--- src/rtl/ahb2axil.sv ---
`default_nettype none
// ============================================================================
// ahb2axil : AHB-Lite slave to AXI-Lite master bridge, one transfer in flight.
// Revision : 1.0
// ============================================================================
module ahb2axil #(
    parameter int AWIDTH = 16,
    parameter int DWIDTH = 32
) (
    input  logic                  clk,
    input  logic                  rst_n,
    input  logic                  hsel,
    input  logic [AWIDTH-1:0]     haddr,
    input  logic [1:0]            htrans,
    input  logic                  hwrite,
    input  logic [2:0]            hsize,
    input  logic [DWIDTH-1:0]     hwdata,
    input  logic                  hready,
    output logic                  hreadyout,
    output logic                  hresp,
    output logic [DWIDTH-1:0]     hrdata,
    output logic [AWIDTH-1:0]     axil_awaddr,
    output logic [2:0]            axil_awprot,
    output logic                  axil_awvalid,
    input  logic                  axil_awready,
    output logic [DWIDTH-1:0]     axil_wdata,
    output logic [DWIDTH/8-1:0]   axil_wstrb,
    output logic                  axil_wvalid,
    input  logic                  axil_wready,
    input  logic [1:0]            axil_bresp,
    input  logic                  axil_bvalid,
    output logic                  axil_bready,
    output logic [AWIDTH-1:0]     axil_araddr,
    output logic [2:0]            axil_arprot,
    output logic                  axil_arvalid,
    input  logic                  axil_arready,
    input  logic [DWIDTH-1:0]     axil_rdata,
    input  logic [1:0]            axil_rresp,
    input  logic                  axil_rvalid,
    output logic                  axil_rready
);

    localparam logic [2:0] IDLE    = 3'd0;
    localparam logic [2:0] WR_DATA = 3'd1;
    localparam logic [2:0] WR_AXI  = 3'd2;
    localparam logic [2:0] WR_RESP = 3'd3;
    localparam logic [2:0] RD_AXI  = 3'd4;
    localparam logic [2:0] RD_RESP = 3'd5;
    localparam logic [2:0] ERR1    = 3'd6;
    localparam logic [2:0] ERR2    = 3'd7;

    generate
        if (DWIDTH != 32) begin : g_bad_dwidth
            $error("ahb2axil: only DWIDTH=32 is supported");
        end
    endgenerate

    logic [2:0]          state_q,     state_d;
    logic                hreadyout_q, hreadyout_d;
    logic                hresp_q,     hresp_d;
    logic [DWIDTH-1:0]   hrdata_q,    hrdata_d;
    logic [AWIDTH-1:0]   awaddr_q,    awaddr_d;
    logic [DWIDTH-1:0]   wdata_q,     wdata_d;
    logic [DWIDTH/8-1:0] wstrb_q,     wstrb_d;
    logic                awvalid_q,   awvalid_d;
    logic                wvalid_q,    wvalid_d;
    logic                bready_q,    bready_d;
    logic [AWIDTH-1:0]   araddr_q,    araddr_d;
    logic                arvalid_q,   arvalid_d;
    logic                rready_q,    rready_d;

    logic                w_accept;
    logic                w_legal;
    logic [DWIDTH/8-1:0] w_strb;

    assign w_accept = hsel & htrans[1] & hready;

    // Size/alignment legality and the byte lanes the transfer touches.
    always_comb begin
        w_legal = 1'b0;
        w_strb  = 4'h0;
        case (hsize)
            3'd0: begin
                w_legal = 1'b1;
                w_strb  = 4'b0001 << haddr[1:0];
            end
            3'd1: begin
                w_legal = ~haddr[0];
                w_strb  = haddr[1] ? 4'b1100 : 4'b0011;
            end
            3'd2: begin
                w_legal = (haddr[1:0] == 2'b00);
                w_strb  = 4'hF;
            end
            default: ;
        endcase
    end

    always_comb begin
        state_d   = state_q;
        hrdata_d  = hrdata_q;
        awaddr_d  = awaddr_q;
        wdata_d   = wdata_q;
        wstrb_d   = wstrb_q;
        awvalid_d = awvalid_q;
        wvalid_d  = wvalid_q;
        bready_d  = bready_q;
        araddr_d  = araddr_q;
        arvalid_d = arvalid_q;
        rready_d  = rready_q;
        case (state_q)
            IDLE, ERR2: begin
                state_d = IDLE;
                if (w_accept) begin
                    if (!w_legal) begin
                        state_d = ERR1;
                    end else if (hwrite) begin
                        state_d  = WR_DATA;
                        awaddr_d = haddr;
                        wstrb_d  = w_strb;
                    end else begin
                        state_d   = RD_AXI;
                        araddr_d  = haddr;
                        arvalid_d = 1'b1;
                    end
                end
            end
            WR_DATA: begin
                wdata_d   = hwdata;
                awvalid_d = 1'b1;
                wvalid_d  = 1'b1;
                state_d   = WR_AXI;
            end
            WR_AXI: begin
                // AW and W retire independently; B is only accepted once both have.
                if (awvalid_q && axil_awready) awvalid_d = 1'b0;
                if (wvalid_q && axil_wready)   wvalid_d  = 1'b0;
                if (!awvalid_d && !wvalid_d) begin
                    bready_d = 1'b1;
                    state_d  = WR_RESP;
                end
            end
            WR_RESP: begin
                if (axil_bvalid) begin
                    bready_d = 1'b0;
                    state_d  = (axil_bresp == 2'b00) ? IDLE : ERR1;
                end
            end
            RD_AXI: begin
                if (axil_arready) begin
                    arvalid_d = 1'b0;
                    rready_d  = 1'b1;
                    state_d   = RD_RESP;
                end
            end
            RD_RESP: begin
                if (axil_rvalid) begin
                    rready_d = 1'b0;
                    hrdata_d = axil_rdata;
                    state_d  = (axil_rresp == 2'b00) ? IDLE : ERR1;
                end
            end
            ERR1:    state_d = ERR2;
            default: state_d = IDLE;
        endcase
        hreadyout_d = (state_d == IDLE) || (state_d == ERR2);
        hresp_d     = (state_d == ERR1) || (state_d == ERR2);
    end

    always_ff @(posedge clk or negedge rst_n) begin
        if (!rst_n) begin
            state_q     <= IDLE;
            hreadyout_q <= 1'b1;
            hresp_q     <= 1'b0;
            hrdata_q    <= '0;
            awaddr_q    <= '0;
            wdata_q     <= '0;
            wstrb_q     <= '0;
            awvalid_q   <= 1'b0;
            wvalid_q    <= 1'b0;
            bready_q    <= 1'b0;
            araddr_q    <= '0;
            arvalid_q   <= 1'b0;
            rready_q    <= 1'b0;
        end else begin
            state_q     <= state_d;
            hreadyout_q <= hreadyout_d;
            hresp_q     <= hresp_d;
            hrdata_q    <= hrdata_d;
            awaddr_q    <= awaddr_d;
            wdata_q     <= wdata_d;
            wstrb_q     <= wstrb_d;
            awvalid_q   <= awvalid_d;
            wvalid_q    <= wvalid_d;
            bready_q    <= bready_d;
            araddr_q    <= araddr_d;
            arvalid_q   <= arvalid_d;
            rready_q    <= rready_d;
        end
    end

    assign hreadyout    = hreadyout_q;
    assign hresp        = hresp_q;
    assign hrdata       = hrdata_q;
    assign axil_awaddr  = awaddr_q;
    assign axil_awprot  = 3'b000;
    assign axil_awvalid = awvalid_q;
    assign axil_wdata   = wdata_q;
    assign axil_wstrb   = wstrb_q;
    assign axil_wvalid  = wvalid_q;
    assign axil_bready  = bready_q;
    assign axil_araddr  = araddr_q;
    assign axil_arprot  = 3'b000;
    assign axil_arvalid = arvalid_q;
    assign axil_rready  = rready_q;

endmodule
`default_nettype wire
--- config.mk ---
export PLATFORM = sky130hd
export DESIGN_NAME = ahb2axil
export DESIGN_NICKNAME = d
export VERILOG_FILES = /design/src/rtl/ahb2axil.sv
export SDC_FILE = /design/constraint.sdc
export NUM_CORES = 1
export LEC_CHECK = 0
export CELL_PAD_IN_SITES_DETAIL_PLACEMENT = 1
export CELL_PAD_IN_SITES_GLOBAL_PLACEMENT = 2
export CORE_UTILIZATION = 28
export CTS_CLUSTER_SIZE = 28
export DETAILED_ROUTE_END_ITERATION = 8
export PLACE_DENSITY = 0.94
export SETUP_SLACK_MARGIN = 0.2
export SYNTH_ARGS = -nofsm -noshare
export SYNTH_HDL_FRONTEND = slang
export SYNTH_SLANG_ARGS = --single-unit
--- constraint.sdc ---
create_clock -name clk -period 2.7 [get_ports clk]
set_input_delay 0.675 -clock clk [delete_from_list [all_inputs] [get_ports clk]]
set_output_delay 0.675 -clock clk [all_outputs]
set_load 0.01 [all_outputs]
==> results list, run 1 <==
* Post-synthesis adder-cell area fraction: 0
- Multiplexer area fraction after synthesis: 0.2512
- Largest net degree at the start of global routing: slightly above 60
- Among all flip-flop cells after synthesis, the most frequent one is dfrtp_1.
- Of the total synthesized cell area, the portion taken by XOR and XNOR cells is 0.
- The via count of the first global-routing pass was about 3600.
- Of all flip-flops after synthesis, the portion carrying an async set or reset was 1.000.
* Unique masters post-synth: 35
- Core box area: approximately 0.015 mm2
- In the post-synthesis netlist, the cell with the most instances is dfrtp_1.
- Setup repair after global routing left no endpoint under its margin.
- Result of the run: finished clean
* Total of buffers placed on input and output ports: between 200 and 250
- Gate count of the mapped netlist: 308
- Warning count from the yosys run: 0
- Among all stages on the critical path, the largest delay is contributed by clkdlybuf4s50_1.
- Clock tree root buffer cell: clkbuf_16
- All-layer global routing usage: 0.1503
* Antenna Nets Post-Route: 0
* Die width: 128.5 um
* Area growth from synthesis to final layout: 57.30%
* Worst IR drop on VDD: between 500 and 600 uV
- Global route overflow: 0
- Initial Util: 0.2906
* DRT Pass-1 Iters: 4
- Data required time at the worst endpoint: approximately 2.9 ns
* Sinks on the clock net: 110
- Counting along the longest clock path gives a buffer depth of 2.
- Most frequent cells after synthesis: dfrtp_1, mux2_2, o21ai_0, mux2_4, nand2_1
- The synthesized design spends more area on one cell type than any other, namely dfrtp_1.
* Part of the Yosys area used for sequential elements: 0.6143
* Top cells by area, synth: dfrtp_1, mux2_2, mux2_4
* Fraction of layout instances using a drive strength above 1: 0.2399
- Critical-path cell list: clkdlybuf4s50_1 > or3_4 > a21oi_4 > nand4_4 > buf_12 > mux2_4
- Clock buffers created by TritonCTS: 9
- Dividing the detail-routed via count by the number of cells gives 4.433.
* Post-synthesis simple-gate area fraction: 0.04912
- DRC violation count after routing: 0
* Detailed-route via count: about 3200
* Hold violation count in the final report: 0
- Post-synthesis sequential element count: 110
- Setup-failing EPs final: 0
- Worst path arrival time: approximately 2.5 ns
* Site Rows: 45
* Min-delay worst type: in -> async
- Dividing total power by cell area gives a power density of between 1000 and 1500 mW/mm2.
* Post-Syn Area: ~0.0045 mm2
- For the worst-skew pair, the clock arrives at the later sink with an insertion delay of ~0.35 ns.
- The average instance in the mapped netlist occupies between 10 and 15 um2.
- The number of gates resized after CTS was 0.
* Critical path startpoint category: input pin
- The initial antenna violation count came to 0.
- After synthesis, the largest family of logic cells by area is multiplexers.
- TritonCTS built the clock tree.
- Dividing the detail-routed wire length by the instance count gives 16.43 um.
* Number of DRC violations after detailed-routing iteration 0: 60
* Top fanout value on the critical path: 24
* Count of flip-flops with a built-in enable after synthesis: 0
- After clock tree synthesis, the clock-pin slew on the worst setup and hold paths is 0.07 ns.
- I/O pin count: between 200 and 250
* Overall die height: around 130 um
- Detailed placement ended at an HPWL of about 9400 um.
- The first global-routing pass estimated around 19000 um of wire.
- The H-tree was split into 3 levels.
- Overall power: 7.095 mW
* Compound-gate portion of the synthesized area: 0.05052
- In this run the static leakage power is ~3 nW.
* Share of the synthesized area in the top cell type: 0.6084
- Die Area: between 0.015 and 0.02 mm2
- Fmax: between 400 and 500 MHz
- For this run, the slowest stage of the critical path takes approximately 0.45 ns.
- The setup check on the worst reg-to-reg path leaves a slack of 0.77 ns.
- The worst setup path is captured at a register.
* Fin crit share: 0.8206
* Number of maximum-capacitance violations: 0
- After routing, the total negative slack on setup checks comes to 0 ns.
* Slew Limit Fails: 0
- The number of setup buffers added after CTS is 0.
* Utilization after layout: 0.4571
* Final weighted congestion in routability-driven placement: between 0.7 and 0.8
- Number of nets at the end of the flow: ~600
- Number of buffers inserted for hold repair after clock tree synthesis: 0
- Post-Route WL: about 12000 um
- Critical setup path kind: in -> reg
- The number of antenna diodes in the final layout is 0.
- Between clock sinks in the finished design, the worst skew comes to 0.008209 ns.
- Subtracting the final worst setup slack from the clock period gives around 2.2 ns.
==> stage by stage <==
stage / setup WS [ns] / instances / hold slack (ns) / area (um2)
2_1_floorplan: 0.6542 / 313 / 0.3794 / 4502
3_3_place_gp: 0.1693 / 717 / 0.4685 / 6779
3_5_place_dp: 0.1277 / 717 / 0.4800 / 6779
4_1_cts: 0.4997 / 732 / 0.2579 / 7052
5_1_grt: 0.4448 / 732 / 0.2704 / 7052
6_report: 0.4844 / 732 / 0.2617 / 7052
==> final cells by class <==
type	count	area, um2
fill	1642	8376
sequential	110	2754
timing repair buffer	211	2130
multi-input combinational	176	1598
tap	211	264.0
clock buffer	10	239.0
clock inverter	5	33.78
inverter	9	33.78
==> state kept, by name, indices dropped and copies added, names as in the netlist <==
name          count
axil_wdata       32
hrdata           32
axil_araddr      16
axil_awaddr      16
axil_wstrb        4
state_q           3
axil_arvalid      1
axil_awvalid      1
axil_bready       1
axil_rready       1
axil_wvalid       1
hreadyout         1
hresp             1
==> report_power, final <==
part | internal, mW | switching (mW) | total [mW]
Clock | 0.646 | 0.584 | 1.23
Combinational | 1.93 | 1.16 | 3.09
Sequential | 2.34 | 0.433 | 2.77
==> cells in the final DEF, fill, tap and decap left out, drive strengths merged, types with 2 or more instances in the layout <==
master / Yosys / final
nand3: 3 / 3
inv: 9 / 10
clkdlybuf4s50: 0 / 203
nor2b: 4 / 4
clkinv: 0 / 2
o21ai: 14 / 14
a21boi: 3 / 3
clkinvlp: 0 / 2
mux2: 96 / 96
clkbuf: 4 / 10
a21o: 2 / 2
or3: 2 / 2
and3: 2 / 2
conb: 1 / 6
nand2b: 3 / 3
a22oi: 2 / 2
dfrtp: 109 / 109
nand2: 11 / 11
nor2: 9 / 9
a21oi: 9 / 9
buf: 14 / 8
==> path summary, 6_finish.rpt <==
| check | end | from | cells past startpoint |
|---|---|---|---|
| max | axil_awaddr[9]$_DFFE_PN0P_ | haddr[1] | 6 |
| min | axil_araddr[10]$_DFFE_PN0P_ | rst_n | 1 |
| max reg2reg | axil_awaddr[9]$_DFFE_PN0P_ | state_q[1]$_DFF_PN0_ | 5 |
| min reg2reg | axil_wstrb[2]$_DFFE_PN0P_ | axil_wstrb[2]$_DFFE_PN0P_ | 2 |
| max in group asynchronous | hreadyout$_DFF_PN1_ | rst_n | 2 |
| min in group clk | axil_wstrb[2]$_DFFE_PN0P_ | axil_wstrb[2]$_DFFE_PN0P_ | 2 |
==> per-layer routing <==
layer  wire length, um  part of all wire  GRT usage  vias up
li1                  -                 -          -     1482
met1              4649              0.39     0.1634     1618
met2              6088              0.51     0.2649      135
met3              1185             0.099    0.06902       10
met4               106            0.0088    0.03737        0
met5                 0                 0          0        -
==> logic make-up after synthesis <==
logic type	Yosys count
compound gates	36
mux	96
buf+inv	27
simple gates	38
other cells	1
flops	110
==> critical path, delay by kind of cell <==
family	cells	cell delay, ns
compound gates	1	0.23
buf+inv	2	0.64
simple gates	2	0.57
mux	1	0.31
Note: power is estimated with default switching activity, not from simulation.
==> inputs of run 2 (changes only) <==
CORE_UTILIZATION = 23   (was 28)
PLACE_DENSITY = 0.83   (was 0.94)
clock period = 1.8 ns   (was 2.7 ns; I/O delays follow)
==> run 2 against run 1 <==
  * Die area increased by 21%
  * Combinational power increased by 55%
  * Sequential power increased by 47%
  * First-iteration DRC count decreased by 27%
  * Critical endpoint is now axil_araddr[8]$_DFFE_PN0P_
  * Global-route usage decreased by 0.66 points
  * Core utilization decreased by 5.2 points
  * Clock-buffer cell count unchanged
  * Sequential share of layout area decreased by 3.0 points
  * Wire length increased by 19%
  * Final area increased by 8.4%
  * Setup slack got worse by 0.43 ns
  * Register-to-register slack got worse by 0.72 ns
==> results list, run 2 (synthesis results as in run 1) <==
- Area growth from synthesis to final layout: 70.56%
- DRT Pass-1 Iters: 4 (unchanged)
- Via count of the first global-routing pass: 3911 (+9.0%)
- The total count of max-transition violations in the final report is 0 (unchanged).
* Top fanout value on the critical path: 4 (-83%)
- The slowest stage of the critical path is the dfrtp_1 cell.
- The detailed-route via count came to 3432 (+5.8%).
- Buffer depth of the longest clock path: 2 (unchanged)
- The clock edge transition at the registers on the reported setup and hold paths is 0.07 ns (about the same).
- The final setup violation count came to 0 (unchanged).
* Startpoint of the worst-slack reg-to-reg timing path: state_q[0]$_DFF_PN0_
- Die Area: 0.02005 mm2 (+21%)
- The iteration-0 DRC count of the detailed router is 44 (-27%).
* Worst R2R Setup Slack: 0.05 ns (-0.72 ns)
- H-tree depth: 3 (unchanged)
- The worst clock skew on the final layout came to 0.004941 ns (-0.003268 ns).
- Worst IR drop on VDD: 639.7 uV (+27%)
- The sum of routed wire length over all layers is 14270 um (+19%).
- The register area came to 0.002754 mm2 (unchanged).
- The overall power consumption is 11.07 mW (+56%).
* Global route overflow: 0 (unchanged)
* Antenna Nets Post-Route: 0 (unchanged)
- Critical-path cell list: or3_4 > nand2_4 > nand3_4 > buf_12 > buf_16 > mux2_4
- Total area of multi-input combinational cells: 0.001717 mm2 (+7.4%)
- The die width is 141.6 um (+10%).
- The clock sink count was 110 (unchanged).
- Hold violation count in the final report: 0 (unchanged)
* Final min period: 1.750 ns
- The worst setup path is launched from a register.
- Initial Util: 0.2373 (-0.05331)
- Result of the run: finished clean
- The detailed placement HPWL came to 9755 um (+4.1%).
- WL/cell: 17.55 um (+6.8%)
- The cell count of the worst reg-to-reg path was 6 (+1).
- The number of fill cells in the layout came to 2038 (+24%).
- The path class of the tightest hold or removal check is in -> async.
- Worst path arrival time: 1.99 ns (-0.46 ns)
* Critical register-to-register path endpoint: axil_araddr[8]$_DFFE_PN0P_
- The proportion of layout cells with a drive suffix above 1 came to 0.3002 (+0.06026).
* Fin crit share: 0.9723
- The kind of cell with the highest combined delay along the critical path is simple AND/OR/NAND/NOR gates.
- The aggregate negative setup slack was 0 ns (unchanged).
* All-layer global routing usage: 0.1437 (-0.006603)
- Most frequent cells in the layout: dfrtp_1, dlygate4sd2_1, clkdlybuf4s50_1
- Number of maximum-capacitance violations: 0 (unchanged)
- The data required time at the worst endpoint was 2.04 ns (-0.89 ns).
* Largest net degree at the start of global routing: 67 (+9.8%)
- Vias per inst: 4.221 (-4.8%)
* Core box area: 0.01889 mm2 (+22%)
- Setup repair after global routing could not meet its margin everywhere.
* Cell Pwr Density: 1448 mW/mm2 (+44%)
- The wire length of the first global-routing pass was 21820 um (+14%).
* Total placed instance area: 0.006958 mm2 (+2.6%)
* Antenna Diode Count: 0 (unchanged)
- The critical path buffer and inverter count was 2 (unchanged).
* Site Rows: 50 (+11%)
- Crit-path max cell delay: 0.42 ns (-0.03 ns)
* Type of element capturing the critical path: register
* CTS tree: yes
- Post-layout instance area: 0.007646 mm2 (+8.4%)
- Timing would allow up to about 570 MHz.
- Source-to-sink clock delay at the later pin of the worst-skew pair: 0.35 ns (about the same)
- The number of input and output port buffers inserted came to 204 (unchanged).
* Initial antenna violation count: 1 (+1)
- Clock buffers created by TritonCTS: 9 (unchanged)
- Number of nets at the end of the flow: 647 (+5.0%)
- The library cell used most frequently in the layout, excluding fill and tap cells, is dfrtp_1.
* Clock tree root buffer cell: clkbuf_16
- The critical path is of the reg -> reg type.
- I/O pin count: 212 (unchanged)
- DRC violation count after routing: 0 (unchanged)
- The global placement routability congestion came to 0.7514 (-1.4%).
- The number of hold-repair buffers added at the cts stage was 0 (unchanged).
* Leakage power figure: 3.681 nW (+21%)
- Overall die height: 141.6 um (+10%)
-- run 2: cell count changes in the layout (fill, tap and decap cells not counted), sizes merged, moves of 2 or more --
| cell | before | now |
|---|---|---|
| clkdlybuf4s50 | 203 | 92 |
| dlygate4sd2 | 0 | 106 |
| buf | 8 | 39 |
| clkbuf | 10 | 13 |
| bufinv | 0 | 2 |
| clkdlybuf4s15 | 0 | 2 |
-- run 2: per-stage QoR --
stage / utilization / hold WS [ns] / cells / setup WS [ns]
after floorplan: - / 0.1544 / 313 / 0.01672
after global placement: 0.3683 / 0.4603 / 775 / -0.4559
after detailed placement: 0.3683 / 0.4598 / 775 / -0.5298
after CTS: 0.3941 / 0.07090 / 806 / 0.06015
after global routing: 0.4047 / 0.08837 / 813 / 0.01605
final: 0.4047 / 0.06947 / 813 / 0.04984
-- run 2: worst reg2reg max path, stage by stage, from the launching register on --
cell	delay, ns
dfrtp_1	0.42
or3_4	0.39
nand2_4	0.11
nand3_4	0.14
buf_12	0.16
buf_16	0.13
mux2_4	0.29
-- run 2: what timing repair did --
action                                  in CTS  in global routing
pin swaps                                    5                  5
setup buffers                                9                  5
gates resized for setup                    139                 28
cloned                                       6                  2
endpoints found under the setup margin     180                 71
-- run 2: report_power, final --
part	internal [mW]	switching, mW
clock network	1.23	0.963
logic	2.78	2.02
registers	3.51	0.561
-- run 2: cell type report --
| type | instances | share of cell area |
|---|---|---|
| tap | 260 | 0.04255 |
| timing repair buffer | 242 | 0.3260 |
| multi-input combinational | 176 | 0.2245 |
| inverter | 9 | 0.004418 |
| clock buffer | 10 | 0.02995 |
| sequential | 110 | 0.3602 |
| clock inverter | 6 | 0.01244 |
-- run 2: per-layer routing --
layer | part of all wire | track usage | vias up
li1 | - | - | 1549
met1 | 0.40 | 0.1641 | 1714
met2 | 0.48 | 0.2419 | 151
met3 | 0.099 | 0.05805 | 16
met4 | 0.016 | 0.05150 | 2
met5 | 0.00084 | 0 | -
-- run 2: how the worst max path moves through the flow --
stage / from / end / slack [ns] / cells after the start
after floorplan: haddr[1] / axil_awaddr[10]$_DFFE_PN0P_ / 0.02 / 5
after global placement: haddr[1] / axil_araddr[10]$_DFFE_PN0P_ / -0.46 / 5
after detailed placement: hsize[0] / axil_araddr[12]$_DFFE_PN0P_ / -0.53 / 5
after CTS: state_q[0]$_DFF_PN0_ / axil_araddr[3]$_DFFE_PN0P_ / 0.06 / 6
after global routing: state_q[0]$_DFF_PN0_ / axil_araddr[8]$_DFFE_PN0P_ / 0.02 / 6
final: state_q[0]$_DFF_PN0_ / axil_araddr[8]$_DFFE_PN0P_ / 0.05 / 6
